==> config.mk <==
export PLATFORM = sky130hd
export DESIGN_NAME = mips_control_decode_flat
export DESIGN_NICKNAME = d
export VERILOG_FILES = /design/src/rtl/mips_control_decode_if.sv /design/src/rtl/mips_control_decode.sv /design/src/flat_wrapper.sv
export SDC_FILE = /design/constraint.sdc
export NUM_CORES = 1
export LEC_CHECK = 0
export ABC_CLOCK_PERIOD_IN_PS = 900
export BUFFER_PORTS_ARGS = -buffer_cell sky130_fd_sc_hd__buf_2
export CORE_MARGIN = 2
export CORE_UTILIZATION = 40
export CTS_CLUSTER_SIZE = 20
export DETAILED_ROUTE_END_ITERATION = 10
export HOLD_SLACK_MARGIN = 0.08
export SLEW_MARGIN = 20
export SYNTH_ARGS = -nofsm -noshare
export SYNTH_HDL_FRONTEND = slang
export SYNTH_SLANG_ARGS = --single-unit
==> constraint.sdc <==
create_clock -name clk -period 0.9 [get_ports clk]
set_input_delay 0.18 -clock clk [delete_from_list [all_inputs] [get_ports clk]]
set_output_delay 0.18 -clock clk [all_outputs]
set_load 0.1 [all_outputs]
==> src/rtl/mips_control_decode_if.sv <==
// Decoder bundle: capture controls, instruction fields, and the
// registered decode outputs of mips_control_decode.
interface mips_control_decode_if;
  logic       en;
  logic       flush;
  logic [5:0] op;
  logic [5:0] func;
  logic [3:0] aluop;
  logic       jal;
  logic       lw;
  logic       sw;
  logic       beq;
  logic       bne;
  logic       j;
  logic       lh;
  logic       bltz;
  logic       jr;
  logic       rtype;
  logic       reg_write;
  logic       reg_dst_rd;
  logic       alu_src_imm;
  logic       zero_ext;
  logic       shift_shamt;
  logic       illegal;
  logic       out_valid;

  modport master (
    output en, flush, op, func,
    input  aluop, jal, lw, sw, beq, bne, j, lh, bltz, jr,
    input  rtype, reg_write, reg_dst_rd, alu_src_imm,
    input  zero_ext, shift_shamt, illegal, out_valid
  );

  modport slave (
    input  en, flush, op, func,
    output aluop, jal, lw, sw, beq, bne, j, lh, bltz, jr,
    output rtype, reg_write, reg_dst_rd, alu_src_imm,
    output zero_ext, shift_shamt, illegal, out_valid
  );
endinterface

==> src/rtl/mips_control_decode.sv <==
// Registered MIPS-subset control decoder: op/func in, ALU code,
// instruction strobes and datapath selects out one cycle later.
module mips_control_decode (
  input logic clk,
  input logic rst_n,
  mips_control_decode_if.slave bus
);

  typedef struct packed {
    logic [3:0] aluop;
    logic       jal;
    logic       lw;
    logic       sw;
    logic       beq;
    logic       bne;
    logic       j;
    logic       lh;
    logic       bltz;
    logic       jr;
    logic       rtype;
    logic       reg_write;
    logic       reg_dst_rd;
    logic       alu_src_imm;
    logic       zero_ext;
    logic       shift_shamt;
    logic       illegal;
  } ctl_t;

  localparam logic [3:0] ALU_SLL  = 4'd0;
  localparam logic [3:0] ALU_SRA  = 4'd1;
  localparam logic [3:0] ALU_SRL  = 4'd2;
  localparam logic [3:0] ALU_ADD  = 4'd5;
  localparam logic [3:0] ALU_SUB  = 4'd6;
  localparam logic [3:0] ALU_AND  = 4'd7;
  localparam logic [3:0] ALU_OR   = 4'd8;
  localparam logic [3:0] ALU_XOR  = 4'd9;
  localparam logic [3:0] ALU_NOR  = 4'd10;
  localparam logic [3:0] ALU_SLT  = 4'd11;
  localparam logic [3:0] ALU_SLTU = 4'd12;

  localparam logic [5:0] OP_R     = 6'b000000;
  localparam logic [5:0] OP_BLTZ  = 6'b000001;
  localparam logic [5:0] OP_J     = 6'b000010;
  localparam logic [5:0] OP_JAL   = 6'b000011;
  localparam logic [5:0] OP_BEQ   = 6'b000100;
  localparam logic [5:0] OP_BNE   = 6'b000101;
  localparam logic [5:0] OP_ADDI  = 6'b001000;
  localparam logic [5:0] OP_ADDIU = 6'b001001;
  localparam logic [5:0] OP_SLTI  = 6'b001010;
  localparam logic [5:0] OP_ANDI  = 6'b001100;
  localparam logic [5:0] OP_ORI   = 6'b001101;
  localparam logic [5:0] OP_XORI  = 6'b001110;
  localparam logic [5:0] OP_LH    = 6'b100001;
  localparam logic [5:0] OP_LW    = 6'b100011;
  localparam logic [5:0] OP_SW    = 6'b101011;

  localparam logic [5:0] F_SLL  = 6'b000000;
  localparam logic [5:0] F_SRL  = 6'b000010;
  localparam logic [5:0] F_SRA  = 6'b000011;
  localparam logic [5:0] F_JR   = 6'b001000;
  localparam logic [5:0] F_ADD  = 6'b100000;
  localparam logic [5:0] F_ADDU = 6'b100001;
  localparam logic [5:0] F_SUB  = 6'b100010;
  localparam logic [5:0] F_AND  = 6'b100100;
  localparam logic [5:0] F_OR   = 6'b100101;
  localparam logic [5:0] F_NOR  = 6'b100111;
  localparam logic [5:0] F_SLT  = 6'b101010;
  localparam logic [5:0] F_SLTU = 6'b101011;

  ctl_t ctl_d;
  ctl_t ctl_q;
  logic out_valid_q;

  always_comb begin
    ctl_d       = '0;
    ctl_d.aluop = ALU_ADD;
    unique case (bus.op)
      OP_R: begin
        ctl_d.rtype      = 1'b1;
        ctl_d.reg_write  = 1'b1;
        ctl_d.reg_dst_rd = 1'b1;
        unique case (bus.func)
          F_ADD, F_ADDU: ctl_d.aluop = ALU_ADD;
          F_SUB:  ctl_d.aluop = ALU_SUB;
          F_AND:  ctl_d.aluop = ALU_AND;
          F_OR:   ctl_d.aluop = ALU_OR;
          F_NOR:  ctl_d.aluop = ALU_NOR;
          F_SLT:  ctl_d.aluop = ALU_SLT;
          F_SLTU: ctl_d.aluop = ALU_SLTU;
          F_SLL: begin
            ctl_d.aluop       = ALU_SLL;
            ctl_d.shift_shamt = 1'b1;
          end
          F_SRL: begin
            ctl_d.aluop       = ALU_SRL;
            ctl_d.shift_shamt = 1'b1;
          end
          F_SRA: begin
            ctl_d.aluop       = ALU_SRA;
            ctl_d.shift_shamt = 1'b1;
          end
          F_JR: begin
            ctl_d.jr         = 1'b1;
            ctl_d.reg_write  = 1'b0;
            ctl_d.reg_dst_rd = 1'b0;
          end
          default: begin
            ctl_d.illegal    = 1'b1;
            ctl_d.reg_write  = 1'b0;
            ctl_d.reg_dst_rd = 1'b0;
          end
        endcase
      end
      OP_ADDI, OP_ADDIU, OP_SLTI: begin
        ctl_d.alu_src_imm = 1'b1;
        ctl_d.reg_write   = 1'b1;
        if (bus.op == OP_SLTI) ctl_d.aluop = ALU_SLT;
      end
      OP_ANDI, OP_ORI, OP_XORI: begin
        ctl_d.alu_src_imm = 1'b1;
        ctl_d.reg_write   = 1'b1;
        ctl_d.zero_ext    = 1'b1;
        ctl_d.aluop = (bus.op == OP_ANDI) ? ALU_AND :
                      (bus.op == OP_ORI)  ? ALU_OR  : ALU_XOR;
      end
      OP_LW: begin
        ctl_d.lw          = 1'b1;
        ctl_d.alu_src_imm = 1'b1;
        ctl_d.reg_write   = 1'b1;
      end
      OP_LH: begin
        ctl_d.lh          = 1'b1;
        ctl_d.alu_src_imm = 1'b1;
        ctl_d.reg_write   = 1'b1;
      end
      OP_SW: begin
        ctl_d.sw          = 1'b1;
        ctl_d.alu_src_imm = 1'b1;
      end
      OP_BEQ: begin
        ctl_d.beq   = 1'b1;
        ctl_d.aluop = ALU_SUB;
      end
      OP_BNE: begin
        ctl_d.bne   = 1'b1;
        ctl_d.aluop = ALU_SUB;
      end
      OP_BLTZ: begin
        ctl_d.bltz  = 1'b1;
        ctl_d.aluop = ALU_SLT;
      end
      OP_J: ctl_d.j = 1'b1;
      // jal writes $31; the register file picks that from the strobe
      OP_JAL: begin
        ctl_d.jal       = 1'b1;
        ctl_d.reg_write = 1'b1;
      end
      default: ctl_d.illegal = 1'b1;
    endcase
  end

  always_ff @(posedge clk or negedge rst_n) begin
    if (!rst_n) begin
      ctl_q       <= '0;
      out_valid_q <= 1'b0;
    end else if (bus.flush) begin
      ctl_q       <= '0;
      out_valid_q <= 1'b0;
    end else if (bus.en) begin
      ctl_q       <= ctl_d;
      out_valid_q <= 1'b1;
    end
  end

  assign bus.aluop       = ctl_q.aluop;
  assign bus.jal         = ctl_q.jal;
  assign bus.lw          = ctl_q.lw;
  assign bus.sw          = ctl_q.sw;
  assign bus.beq         = ctl_q.beq;
  assign bus.bne         = ctl_q.bne;
  assign bus.j           = ctl_q.j;
  assign bus.lh          = ctl_q.lh;
  assign bus.bltz        = ctl_q.bltz;
  assign bus.jr          = ctl_q.jr;
  assign bus.rtype       = ctl_q.rtype;
  assign bus.reg_write   = ctl_q.reg_write;
  assign bus.reg_dst_rd  = ctl_q.reg_dst_rd;
  assign bus.alu_src_imm = ctl_q.alu_src_imm;
  assign bus.zero_ext    = ctl_q.zero_ext;
  assign bus.shift_shamt = ctl_q.shift_shamt;
  assign bus.illegal     = ctl_q.illegal;
  assign bus.out_valid   = out_valid_q;

endmodule

==> src/flat_wrapper.sv <==
// flat-port wrapper written by rule: the top's interface ports become plain ports
module mips_control_decode_flat 
  (clk, rst_n, bus_en, bus_flush, bus_op, bus_func, bus_aluop, bus_jal, bus_lw, bus_sw, bus_beq, bus_bne, bus_j, bus_lh, bus_bltz, bus_jr, bus_rtype, bus_reg_write, bus_reg_dst_rd, bus_alu_src_imm, bus_zero_ext, bus_shift_shamt, bus_illegal, bus_out_valid);
  mips_control_decode_if bus_i ();
  input logic clk;
  input logic rst_n;
  input wire logic [$bits(bus_i.en)-1:0] bus_en;
  input wire logic [$bits(bus_i.flush)-1:0] bus_flush;
  input wire logic [$bits(bus_i.op)-1:0] bus_op;
  input wire logic [$bits(bus_i.func)-1:0] bus_func;
  output wire logic [$bits(bus_i.aluop)-1:0] bus_aluop;
  output wire logic [$bits(bus_i.jal)-1:0] bus_jal;
  output wire logic [$bits(bus_i.lw)-1:0] bus_lw;
  output wire logic [$bits(bus_i.sw)-1:0] bus_sw;
  output wire logic [$bits(bus_i.beq)-1:0] bus_beq;
  output wire logic [$bits(bus_i.bne)-1:0] bus_bne;
  output wire logic [$bits(bus_i.j)-1:0] bus_j;
  output wire logic [$bits(bus_i.lh)-1:0] bus_lh;
  output wire logic [$bits(bus_i.bltz)-1:0] bus_bltz;
  output wire logic [$bits(bus_i.jr)-1:0] bus_jr;
  output wire logic [$bits(bus_i.rtype)-1:0] bus_rtype;
  output wire logic [$bits(bus_i.reg_write)-1:0] bus_reg_write;
  output wire logic [$bits(bus_i.reg_dst_rd)-1:0] bus_reg_dst_rd;
  output wire logic [$bits(bus_i.alu_src_imm)-1:0] bus_alu_src_imm;
  output wire logic [$bits(bus_i.zero_ext)-1:0] bus_zero_ext;
  output wire logic [$bits(bus_i.shift_shamt)-1:0] bus_shift_shamt;
  output wire logic [$bits(bus_i.illegal)-1:0] bus_illegal;
  output wire logic [$bits(bus_i.out_valid)-1:0] bus_out_valid;
  assign bus_i.en = bus_en;
  assign bus_i.flush = bus_flush;
  assign bus_i.op = bus_op;
  assign bus_i.func = bus_func;
  assign bus_aluop = bus_i.aluop;
  assign bus_jal = bus_i.jal;
  assign bus_lw = bus_i.lw;
  assign bus_sw = bus_i.sw;
  assign bus_beq = bus_i.beq;
  assign bus_bne = bus_i.bne;
  assign bus_j = bus_i.j;
  assign bus_lh = bus_i.lh;
  assign bus_bltz = bus_i.bltz;
  assign bus_jr = bus_i.jr;
  assign bus_rtype = bus_i.rtype;
  assign bus_reg_write = bus_i.reg_write;
  assign bus_reg_dst_rd = bus_i.reg_dst_rd;
  assign bus_alu_src_imm = bus_i.alu_src_imm;
  assign bus_zero_ext = bus_i.zero_ext;
  assign bus_shift_shamt = bus_i.shift_shamt;
  assign bus_illegal = bus_i.illegal;
  assign bus_out_valid = bus_i.out_valid;
  mips_control_decode u_core (.clk(clk), .rst_n(rst_n), .bus(bus_i));
endmodule
---- Yosys cells after proc, flatten, opt, wreduce, memory -nomap -nowiden ----
Index checks and enable logic that the tools add are counted.
operators by class
  muxes and demuxes ....................... 28
  equal/unequal tests ..................... 25
  reductions and logical operators ........ 12
operators with widths
  cell                                                                    number
  6-bit equality test (second input constant)                             11
  6-bit by 4-bit equality test with 1-bit output (second input constant)  7
  20-bit 2-to-1 mux                                                       2
  4-bit case mux with 9 select lines                                      1
  6-bit by 2-bit equality test with 1-bit output (second input constant)  4
  4-bit case mux with 5 select lines                                      1
  1-bit 2-to-1 mux                                                        18
  9-bit OR reduction                                                      2
  14-bit OR reduction                                                     1
  6-bit by 3-bit equality test with 1-bit output (second input constant)  2
  6-bit zero test                                                         2
  12-bit OR reduction                                                     1
  11-bit OR reduction                                                     1
  3-bit OR reduction                                                      3
  4-bit 2-to-1 mux                                                        2
  6-bit by 1-bit equality test with 1-bit output (second input constant)  1
  2-bit 2-to-1 mux                                                        2
  1-bit case mux with 2 select lines                                      2
  2-bit nonzero test                                                      1
  2-bit OR reduction                                                      1
storage, ports and cells
  register bits after elaboration ......... 21
  output and inout bits ................... 21
  logic and storage cells ................. 83
  input bits .............................. 16

---- Logic depth before layout (Yosys ltp) ----
Gate-level depths: netlist of the first run.
  depth in word-level cells ............... 6
  mapped depth ............................ 5
  mapped depth without buffers ............ 4

---- Worst setup path after synthesis of the first run ----
Ideal clock, no wire load.
  path type ............................... register -> register
  start point ............................. reg, netlist name u_core.bus.aluop[2]
  end point ............................... reg u_core.ctl_q (netlist bit u_core.bus.aluop[2])
  arrival time ............................ 1.397 ns
  cell stages (with the launch flop) ...... 4
  setup time .............................. 0.095 ns
  required time ........................... 0.805 ns
  setup slack ............................. -0.592 ns
  path buffers ............................ 0
  period minus slack after synthesis ...... 1.492 ns
  cells stage by stage .................... dfrtp_1 o32ai_1 a211o_1 o31ai_1
RTL lines
  item                    RTL line                    text
  end signal: assignment  mips_control_decode.sv:170  ctl_q <= ctl_d;
  end: declaration        mips_control_decode.sv:71   ctl_t ctl_q;

---- Worst setup path in the final report of the first run ----
  start point ............................. in bus_op[3]
  end point ............................... reg u_core.ctl_q (netlist bit u_core.bus.shift_shamt)
between the ends
  cells in the longest elaborated chain, start to end .. 4
RTL lines
  item                RTL line                    text
  start: declaration  flat_wrapper.sv:9           input wire logic [$bits(bus_i.op)-1:0] bus_op;
  6-bit zero test     mips_control_decode.sv:77   unique case (bus.op)
  1-bit 2-to-1 mux    mips_control_decode.sv:77
  20-bit 2-to-1 mux   mips_control_decode.sv:169  end else if (bus.en) begin
  20-bit 2-to-1 mux   mips_control_decode.sv:166  end else if (bus.flush) begin
No other way between the ends. The select of a mux whose other input is x is not followed.
A chain may end at the register's enable or synchronous reset.

==> results of run 1 <==
layer usage:
metal  vias up  track usage (%)  share of wire [%]
li1        756                -                  -
met1       765             30.0                 41
met2        76             42.6                 52
met3         8             4.14                5.4
met4         0             11.4                1.5
met5         -                0                  0
tightest hold or removal path: stages:
cell	delay, ns
sky130_fd_sc_hd__buf_2	0.09
sky130_fd_sc_hd__nor2_1	0.05
sky130_fd_sc_hd__o311ai_0	0.13
sky130_fd_sc_hd__o41ai_2	0.07
logic make-up (layout without fill, tap and decap cells):
group,Yosys count,count (layout),synth area share [%]
AOI/OAI and AO/OA,41,41,22.1
buffers and inverters,19,95,5.31
and+or+nand+nor,83,83,32.8
DFF,21,21,38.4
xor gates and xnor gates,1,1,0.641
muxes,1,1,0.732
per-stage QoR:
step	setup slack [ns]	TNS [ns]	util [%]
after detailed placement	-0.762	-10.33	67.3
after global routing	-0.427	-9.82	74.1
final	-0.363	-8.51	74.1
after floorplan	-0.486	-4.70	-
after global placement	-0.734	-9.91	67.3
after CTS	-0.350	-8.46	72.1
path summary, 6_finish.rpt:
kind                                          endpoint  depth (start not counted)
worst max-delay path            u_core.bus.shift_shamt                          7
worst min-delay path                u_core.bus.illegal                          4
worst max register to register     u_core.bus.aluop[2]                          3
worst min register to register     u_core.bus.aluop[3]                          2
max in group asynchronous               u_core.bus.jal                          2
min in group asynchronous                u_core.bus.lw                          2
cell type report:
| class | count | area share (%) |
|---|---|---|
| Clock buffer | 3 | 0.918 |
| Clock inverter | 1 | 0.204 |
| Inverter | 4 | 0.612 |
| Multi-Input combinational cell | 126 | 34.5 |
| Sequential cell | 21 | 23.4 |
| Tap cell | 46 | 2.35 |
| Timing Repair Buffer | 87 | 38.0 |
cells in the final DEF, fill, tap and decap left out, types with 3 or more instances in the layout:
cell type / Yosys / routed
sky130_fd_sc_hd__buf_6: 0 / 11
sky130_fd_sc_hd__a32oi_1: 3 / 3
sky130_fd_sc_hd__dfrtp_4: 0 / 9
sky130_fd_sc_hd__nand4_1: 4 / 4
sky130_fd_sc_hd__nor2b_1: 6 / 6
sky130_fd_sc_hd__nand3_1: 4 / 4
sky130_fd_sc_hd__buf_2: 1 / 11
sky130_fd_sc_hd__nand2_1: 19 / 19
sky130_fd_sc_hd__nor2_1: 20 / 18
sky130_fd_sc_hd__nor3_1: 5 / 3
sky130_fd_sc_hd__buf_4: 0 / 42
sky130_fd_sc_hd__o21ai_0: 4 / 3
sky130_fd_sc_hd__dfrtp_2: 0 / 11
sky130_fd_sc_hd__nand2b_1: 7 / 5
sky130_fd_sc_hd__a21oi_1: 11 / 10
sky130_fd_sc_hd__buf_12: 0 / 21
sky130_fd_sc_hd__inv_1: 4 / 4
sky130_fd_sc_hd__clkbuf_4: 0 / 4
where the power goes:
part / switching [uW] / total [uW] / internal, uW
clock network: 318 / 485 / 166
logic: 456 / 799 / 342
registers: 25.7 / 994 / 968
total: 800 / 2280 / 1480
what timing repair did:
item	CTS	global route
hold buffers	1	0
hold endpoints to repair	21	0
pin swaps	5	9
setup buffers	4	6
endpoints found under the setup margin	37	40
resized for setup	18	6
==> run summary, run 1 <==
* u_core.bus.aluop[2] — source of the worst register-to-register timing path
* -0.363 ns — final setup slack of the worst path
* sky130_fd_sc_hd__buf_4 — crit-path most repeated cell
* sky130_fd_sc_hd__dfrtp_1 — Post-synth top flop
* 0 — DRC violation count after routing
* 1.15 ns — required time worst endpoint
* 0.00103 uW — LEAKAGE
* 8.24 sq um — Avg Inst Size Synth
* 3 — CTS buffer count
* 166 — cell count after synthesis
* sky130_fd_sc_hd__dfrtp_1 — most frequent cell after synthesis
* 0.848 — gp weighted congestion
* 0 — total number of yosys warnings
* 0.31 ns — clock latency reported for the late side of the worst-skew pair
* 1370 sq um — synthesized cell area
* 0.806 mV — worst-case vdd ir drop
* 35 — final setup vio count
* 5 — Crit Path Max Fanout
* 3350 um — DP Wirelength
* 288 — final instance count without filler cells
* sky130_fd_sc_hd__clkbuf_4 — CTS Root Cell
* bus_flush — startpoint of the tightest hold check path
* 21 — clock net sink count
* 0.56 ns — Critical Path Max Stage Delay
* 0 — maximum capacitance violations
* 47 — synth unique cells
* negative setup slack — violations in the final reports
* 62.5 um — height of the chip
* 66.6% — worst rel slew slack
* 3310 sq um — floorplan core area
* flip-flop — kind of end point of the critical path
* 7720 um — wire length of the first global-routing pass
* 1 — depth of the CTS H-tree
* 3 — Bufs and invs on worst path
* 2450 sq um — final non-filler cell area
* 41.3% — Starting Density
* done — CTS tree
* 0 — Fin. Hold Viols
* 21 — floorplan row count
* 100% — proportion of register bits with asynchronous set or reset after synthesis
* 573 sq um — area used by sequential logic in the layout
* yes — unrepaired setup endpoints after global routing
* complete, but fails checks — outcome
* 24.7% — combined global-route utilization of all metal layers
* sky130_fd_sc_hd__dfrtp_1 — biggest area consumer among synthesized cells
* 182 — syn nets
* 0 — number of antenna violations at the first check in global routing
* 0 ns — Post-Route Skew
* 2280 uW — total power consumption of the routed design
* 4540 um — total length of routed wires
* 3900 sq um — Die ar.
* 5.57 — Vias per Instance
* buf_6, or4_4, nor4_4, buf_4, buf_4, a32oi_1, nor2_1 — cell chain of the critical path
* 36 — port bufs
* 1.51 ns — arrival time at the worst endpoint
* 79.3% — signed area change from the synthesized netlist to the final layout
* 1.26 ns — post-layout minimum cycle time
* 2 — buffer depth of the longest clock path
* sky130_fd_sc_hd__or4_4 — cell with the largest stage delay on the worst path
* 0 — Post-synth EDFFs
* simple AND/OR/NAND/NOR gates — cell family contributing the most delay on the critical path
* 0 — antenna violation net count after detailed routing
* 37 — count of boundary I/O pins
* 6 — number of iterations in the first detailed-routing pass
* 4 — flip-flop count of the largest register after layout
* input port — kind of launch point of the worst setup path
* 242 — Layout fillers
* 0.12 ns — Clock Pin Slew Worst Setup and Hold Paths
* 0 — gr ovfl total
* in2reg — class of the most critical hold timing path
* bus_op[3] — critical path launch point
* -0.02 ns — internal reg-to-reg setup slack
* 929 nW/um^2 — PD cells
* 51.7% — layout cell share with drive strength beyond 1
* 1605 — vias post-DR
* 38.4% — sequential share of the synthesized area
* 125 — violation count after the first detailed-routing iteration
* 38.4% — area fraction of the dominant cell type after synthesis
* 62.5 um — Chip Width
* 1686 — number of global-route vias before repair
* 15.8 um — post-DR wirelength/cell
* 0.244 ns — final worst hold slack
* sky130_fd_sc_hd__dfrtp_1 (21), sky130_fd_sc_hd__nor2_1 (20), sky130_fd_sc_hd__nand2_1 (19) — list of most frequent post-synthesis cells
* 274 — Post-Place Cells
* sky130_fd_sc_hd__dfrtp_1 (38%), sky130_fd_sc_hd__nor2_1 (5.5%), sky130_fd_sc_hd__nand2_1 (5.2%) — cells taking the most area after synthesis
* 0 — max-slew violation count
* 847 sq um — multi-input logic area
* 0 — number of antenna diodes
* 0.501 ns — worst-margin pin slew
* in2reg — Worst Path Class, Setup
* 140% — crit share post-route
* 2230 sq um — placed inst area
* 259 — Net count, final
* 21 — number of synthesized register bits
* 22 — largest net degree at the start of global routing
* 0.792 GHz — highest clock rate
Note: power is estimated with default switching activity, not from simulation.
==> run 2, diff against run 1 <==
- RECOVER_POWER: unset -> 100
==> run summary, run 2 (synthesis gave the netlist of run 1 again) <==
* complete, but fails checks — outcome
* negative setup slack — violations in the final reports
* 0 — gr ovfl total
* 0.31 ns — clock latency reported for the late side of the worst-skew pair
* flip-flop — kind of end point of the critical path
* 274 — Post-Place Cells
* 0 ns — Post-Route Skew
* 3350 um — DP Wirelength
* input port — kind of launch point of the worst setup path
* 62.5 um — height of the chip
* 7720 um — wire length of the first global-routing pass
* 4 — number of instances on the worst hold path
* 62.9% — worst rel slew slack
* 3 — CTS buffer count
* 0.12 ns — Clock Pin Slew Worst Setup and Hold Paths
* 0.00103 uW — LEAKAGE
* 0 — DRC violation count after routing
* 0 — antenna violation net count after detailed routing
* 288 — final instance count without filler cells
* 3 — reg2reg path depth
* in2reg — class of the most critical hold timing path
* 1603 — vias post-DR
* 0 — Fin. Hold Viols
* 4 — flip-flop count of the largest register after layout
* 5.57 — Vias per Instance
* 1.15 ns — required time worst endpoint
* 0.848 — gp weighted congestion
* sky130_fd_sc_hd__buf_4 (42), sky130_fd_sc_hd__buf_12 (21), sky130_fd_sc_hd__nand2_1 (19) — highest-count cells in the layout ignoring fill and taps
* 35 — final setup vio count
* 15.8 um — post-DR wirelength/cell
* 21 — floorplan row count
* 1 — depth of the CTS H-tree
* sky130_fd_sc_hd__clkbuf_4 — CTS Root Cell
* 0.792 GHz — highest clock rate
* 0.557 ns — worst-margin pin slew
* -0.02 ns — internal reg-to-reg setup slack
* -0.762 ns — worst setup slack before clock tree synthesis
* 1.51 ns — arrival time at the worst endpoint
* 24.7% — combined global-route utilization of all metal layers
* 0.244 ns — final worst hold slack
* 0 — maximum capacitance violations
* 5 — Crit Path Max Fanout
* 21 — clock net sink count
* 41.3% — Starting Density
* 259 — Net count, final
* sky130_fd_sc_hd__buf_4 — most frequent standard cell in the layout excluding fill and tap cells
* u_core.bus.aluop[2] — source of the worst register-to-register timing path
* 0.806 mV — worst-case vdd ir drop
* -0.363 ns — final setup slack of the worst path
* yes — unrepaired setup endpoints after global routing
* u_core.bus.illegal — Min-Delay Endpoint
* 1686 — number of global-route vias before repair
* 0 — max-slew violation count
* 0 — number of antenna diodes
* 62.5 um — Chip Width
* 4560 um — total length of routed wires
* bus_flush — startpoint of the tightest hold check path
* 51.7% — layout cell share with drive strength beyond 1
* 36 — port bufs
* 3900 sq um — Die ar.
* 1.26 ns — post-layout minimum cycle time
* 5 — number of iterations in the first detailed-routing pass
* 78.4% — signed area change from the synthesized netlist to the final layout
* 3310 sq um — floorplan core area
* 22 — largest net degree at the start of global routing
* 0 — number of antenna violations at the first check in global routing
* in2reg — Worst Path Class, Setup
* 140% — crit share post-route
* 91 — violation count after the first detailed-routing iteration
* u_core.bus.aluop[2] — terminus of the critical flop-to-flop path
* done — CTS tree
* 931 nW/um^2 — PD cells
* 37 — count of boundary I/O pins
* 2 — buffer depth of the longest clock path
==> run 2: cell types whose count changed in the layout (fill, tap and decap cells not counted) <==
| cell | delta |
|---|---|
| sky130_fd_sc_hd__clkbuf_2 | +3 |
| sky130_fd_sc_hd__buf_6 | -2 |
| sky130_fd_sc_hd__buf_2 | -1 |
==> run 2: worst max path at each step <==
stage	cells after the start	start	slack [ns]	endpoint
after floorplan	4	bus_op[3]	-0.49	u_core.bus.illegal
after global placement	5	bus_op[3]	-0.73	u_core.bus.aluop[0]
after detailed placement	5	bus_op[3]	-0.76	u_core.bus.aluop[0]
after CTS	7	bus_op[3]	-0.35	u_core.bus.shift_shamt
after global routing	7	bus_op[3]	-0.43	u_core.bus.shift_shamt
final	7	bus_op[3]	-0.36	u_core.bus.shift_shamt
==> run 2: layout make-up <==
class / count / area [sq um]
Clock buffer: 3 / 22.5
Tap cell: 46 / 57.6
Clock inverter: 1 / 5.00
Multi-Input combinational cell: 126 / 847
Fill cell: 243 / 871
Sequential cell: 21 / 573
Inverter: 4 / 15.0
Timing Repair Buffer: 87 / 920
==> run 2: critical path, stage by stage <==
cell                      delay (ns)
sky130_fd_sc_hd__buf_6          0.09
sky130_fd_sc_hd__or4_4          0.56
sky130_fd_sc_hd__nor4_4         0.23
sky130_fd_sc_hd__buf_4          0.18
sky130_fd_sc_hd__buf_4          0.10
sky130_fd_sc_hd__a32oi_1        0.07
sky130_fd_sc_hd__nor2_1         0.09
==> run 2: layer usage <==
| layer | track usage [%] | share of wire [%] | up-vias |
|---|---|---|---|
| met3 | 4.14 | 5.2 | 11 |
| met5 | 0 | 0 | - |
| met1 | 30.0 | 42 | 763 |
| met4 | 11.4 | 2.0 | 0 |
| met2 | 42.6 | 51 | 74 |
| li1 | - | - | 755 |
==> run 2: through the flow <==
stage | TNS [ns] | cell area, sq um | total power (uW) | util, %
final | -8.50 | 2440 | 2270 | 73.7
after floorplan | -4.70 | 1430 | 1380 | -
after CTS | -8.46 | 2390 | 2250 | 72.1
after global routing | -9.90 | 2440 | 2380 | 73.7
after detailed placement | -10.33 | 2230 | 1730 | 67.3
after global placement | -9.91 | 2230 | 1710 | 67.3
==> run 2: timing repair <==
item / in CTS / in global routing
endpoints found under the hold margin: 21 / 0
resized for setup: 18 / 6
hold buffers: 1 / 0
pin swaps: 5 / 9
gates cloned: 0 / 0
buffers inserted: 4 / 6
setup endpoints to repair: 37 / 40
==> run 2: power breakdown <==
group	internal (uW)	switching [uW]	total (uW)
clock	166	319	485
sequential	968	25.6	994
combinational	338	456	794
total	1470	800	2270
==> run 3, diff against run 2 <==
- TNS_END_PERCENT: unset -> 1
==> run summary, run 3 (synthesis gave the netlist of run 1 again) <==
* 276 — Layout fillers
* 4150 um — total length of routed wires
* 36 — port bufs
* 62.5 um — height of the chip
* 15.1 um — post-DR wirelength/cell
* 0.56 ns — Critical Path Max Stage Delay
* 1 — Bufs and invs on worst path
* flip-flop — kind of end point of the critical path
* input port — kind of launch point of the worst setup path
* 0.590 ns — worst-margin pin slew
* 1.10 ns — required time worst endpoint
* 194 um — length of routed met3 wiring
* 974 nW/um^2 — PD cells
* 0 — max-slew violation count
* 60.7% — worst rel slew slack
* 0 — setup bufs post-CTS
* in2reg — Worst Path Class, Setup
* in2reg — class of the most critical hold timing path
* complete, but fails checks — outcome
* 5.55 — Vias per Instance
* 62.5 um — Chip Width
* 0.785 GHz — highest clock rate
* 7210 um — wire length of the first global-routing pass
* 0 — antenna violation net count after detailed routing
* 0.01 ns — internal reg-to-reg setup slack
* 275 — final instance count without filler cells
* 246 — Net count, final
* 142% — crit share post-route
* 0 — Fin. Hold Viols
* 3310 sq um — floorplan core area
* 0 ns — Post-Route Skew
* 64.8% — signed area change from the synthesized netlist to the final layout
* 0.229 ns — final worst hold slack
* done — CTS tree
* 2120 um — detailed route wirelength on metal2
* bus_op[3] — critical path launch point
* 0.000972 uW — LEAKAGE
* 3 — reg2reg path depth
* 4 — flip-flop count of the largest register after layout
* 2 — buffer depth of the longest clock path
* 0.12 ns — Clock Pin Slew Worst Setup and Hold Paths
* 3900 sq um — Die ar.
* 22.8% — combined global-route utilization of all metal layers
* 21 — floorplan row count
* 1527 — vias post-DR
* 0 — DRC violation count after routing
* negative setup slack — violations in the final reports
* 0 — number of antenna violations at the first check in global routing
* buf_6, or4_4, nor4_4, a21boi_2, o41ai_1 — cell chain of the critical path
* 21 — clock net sink count
* yes — unrepaired setup endpoints after global routing
* 3 — CTS buffer count
* 68.1% — share of the core filled with cells in the final layout
* 3330 um — DP Wirelength
* 5 — Levels on crit path
* 0 — number of antenna diodes
* sky130_fd_sc_hd__buf_4 (35), sky130_fd_sc_hd__buf_12 (23), sky130_fd_sc_hd__dfrtp_1 (20) — highest-count cells in the layout ignoring fill and taps
* -0.374 ns — final setup slack of the worst path
* 0.30 ns — clock latency reported for the late side of the worst-skew pair
* 0.878 — gp weighted congestion
* u_core.bus.aluop[2] — terminus of the critical flop-to-flop path
* 0 — gr ovfl total
* simple AND/OR/NAND/NOR gates — cell family contributing the most delay on the critical path
* 1 — depth of the CTS H-tree
* 39 — final setup vio count
* 14 — largest net degree at the start of global routing
* -7.64 ns — final-layout setup total negative slack
* met4 — max layer used
* 53 — violation count after the first detailed-routing iteration
* u_core.bus.illegal — end point of the critical path
* 0 — maximum capacitance violations
* 0.578 mV — worst-case vdd ir drop
* 6 — Crit Path Max Fanout
* 1.27 ns — post-layout minimum cycle time
* 4 — number of iterations in the first detailed-routing pass
* 38.4% — layout cell share with drive strength beyond 1
* sky130_fd_sc_hd__clkbuf_4 — CTS Root Cell
* 41.3% — Starting Density
* 1800 um — routed length on met1
* -0.715 ns — worst setup slack before clock tree synthesis
* 1519 — number of global-route vias before repair
* sky130_fd_sc_hd__or4_4 — cell with the largest stage delay on the worst path
* 270 — Post-Place Cells
* 37 — count of boundary I/O pins
* u_core.bus.aluop[2] — source of the worst register-to-register timing path
* sky130_fd_sc_hd__buf_4 — most frequent standard cell in the layout excluding fill and tap cells
* 1.47 ns — arrival time at the worst endpoint
[run 3: what timing repair did]
action,4_1_cts,5_1_grt
endpoints found under the hold margin,21,0
hold buffers,1,0
gates resized for setup,9,3
setup endpoints to repair,41,41
pin swaps,5,3
[run 3: worst min path at each step]
stage	slack, ns	depth (start not counted)	end	from
6_report	0.23	3	u_core.bus.lh	bus_flush
5_1_grt	0.23	3	u_core.bus.jr	bus_flush
4_1_cts	0.22	3	u_core.bus.jr	bus_flush
3_5_place_dp	0.06	1	u_core.bus.lh	rst_n
3_3_place_gp	0.06	1	u_core.bus.lh	rst_n
2_1_floorplan	-0.12	0	u_core.bus.alu_src_imm	rst_n
[run 3: area by class of cell]
cell class / instances / area (sq um) / area share (%)
multi-input combinational: 126 / 807 / 35.8
timing repair buffer: 74 / 820 / 36.4
tap: 46 / 57.6 / 2.55
sequential: 21 / 527 / 23.4
clock buffer: 3 / 22.5 / 0.999
inverter: 4 / 15.0 / 0.666
clock inverter: 1 / 5.00 / 0.222
[run 3: stage by stage]
stage / cell area, sq um / total power [uW]
6_report: 2250 / 2200
5_1_grt: 2250 / 2310
3_3_place_gp: 2170 / 1710
4_1_cts: 2240 / 2210
2_1_floorplan: 1370 / 1370
3_5_place_dp: 2170 / 1720
[run 3: worst reg2reg max path: stages (launching register included)]
cell	delay, ns
sky130_fd_sc_hd__dfrtp_2	0.41
sky130_fd_sc_hd__o32ai_1	0.07
sky130_fd_sc_hd__a211o_1	0.27
sky130_fd_sc_hd__o31ai_1	0.06
[run 3: power breakdown]
part / total [uW] / internal [uW] / switching (uW)
clock network: 465 / 166 / 299
registers: 990 / 965 / 25.1
logic: 741 / 310 / 431
total: 2200 / 1440 / 755
[run 3: layer usage]
metal	up-vias	GRT usage, %
met3	4	3.60
li1	739	-
met1	738	28.9
met2	46	41.0
met4	0	4.44
met5	-	0
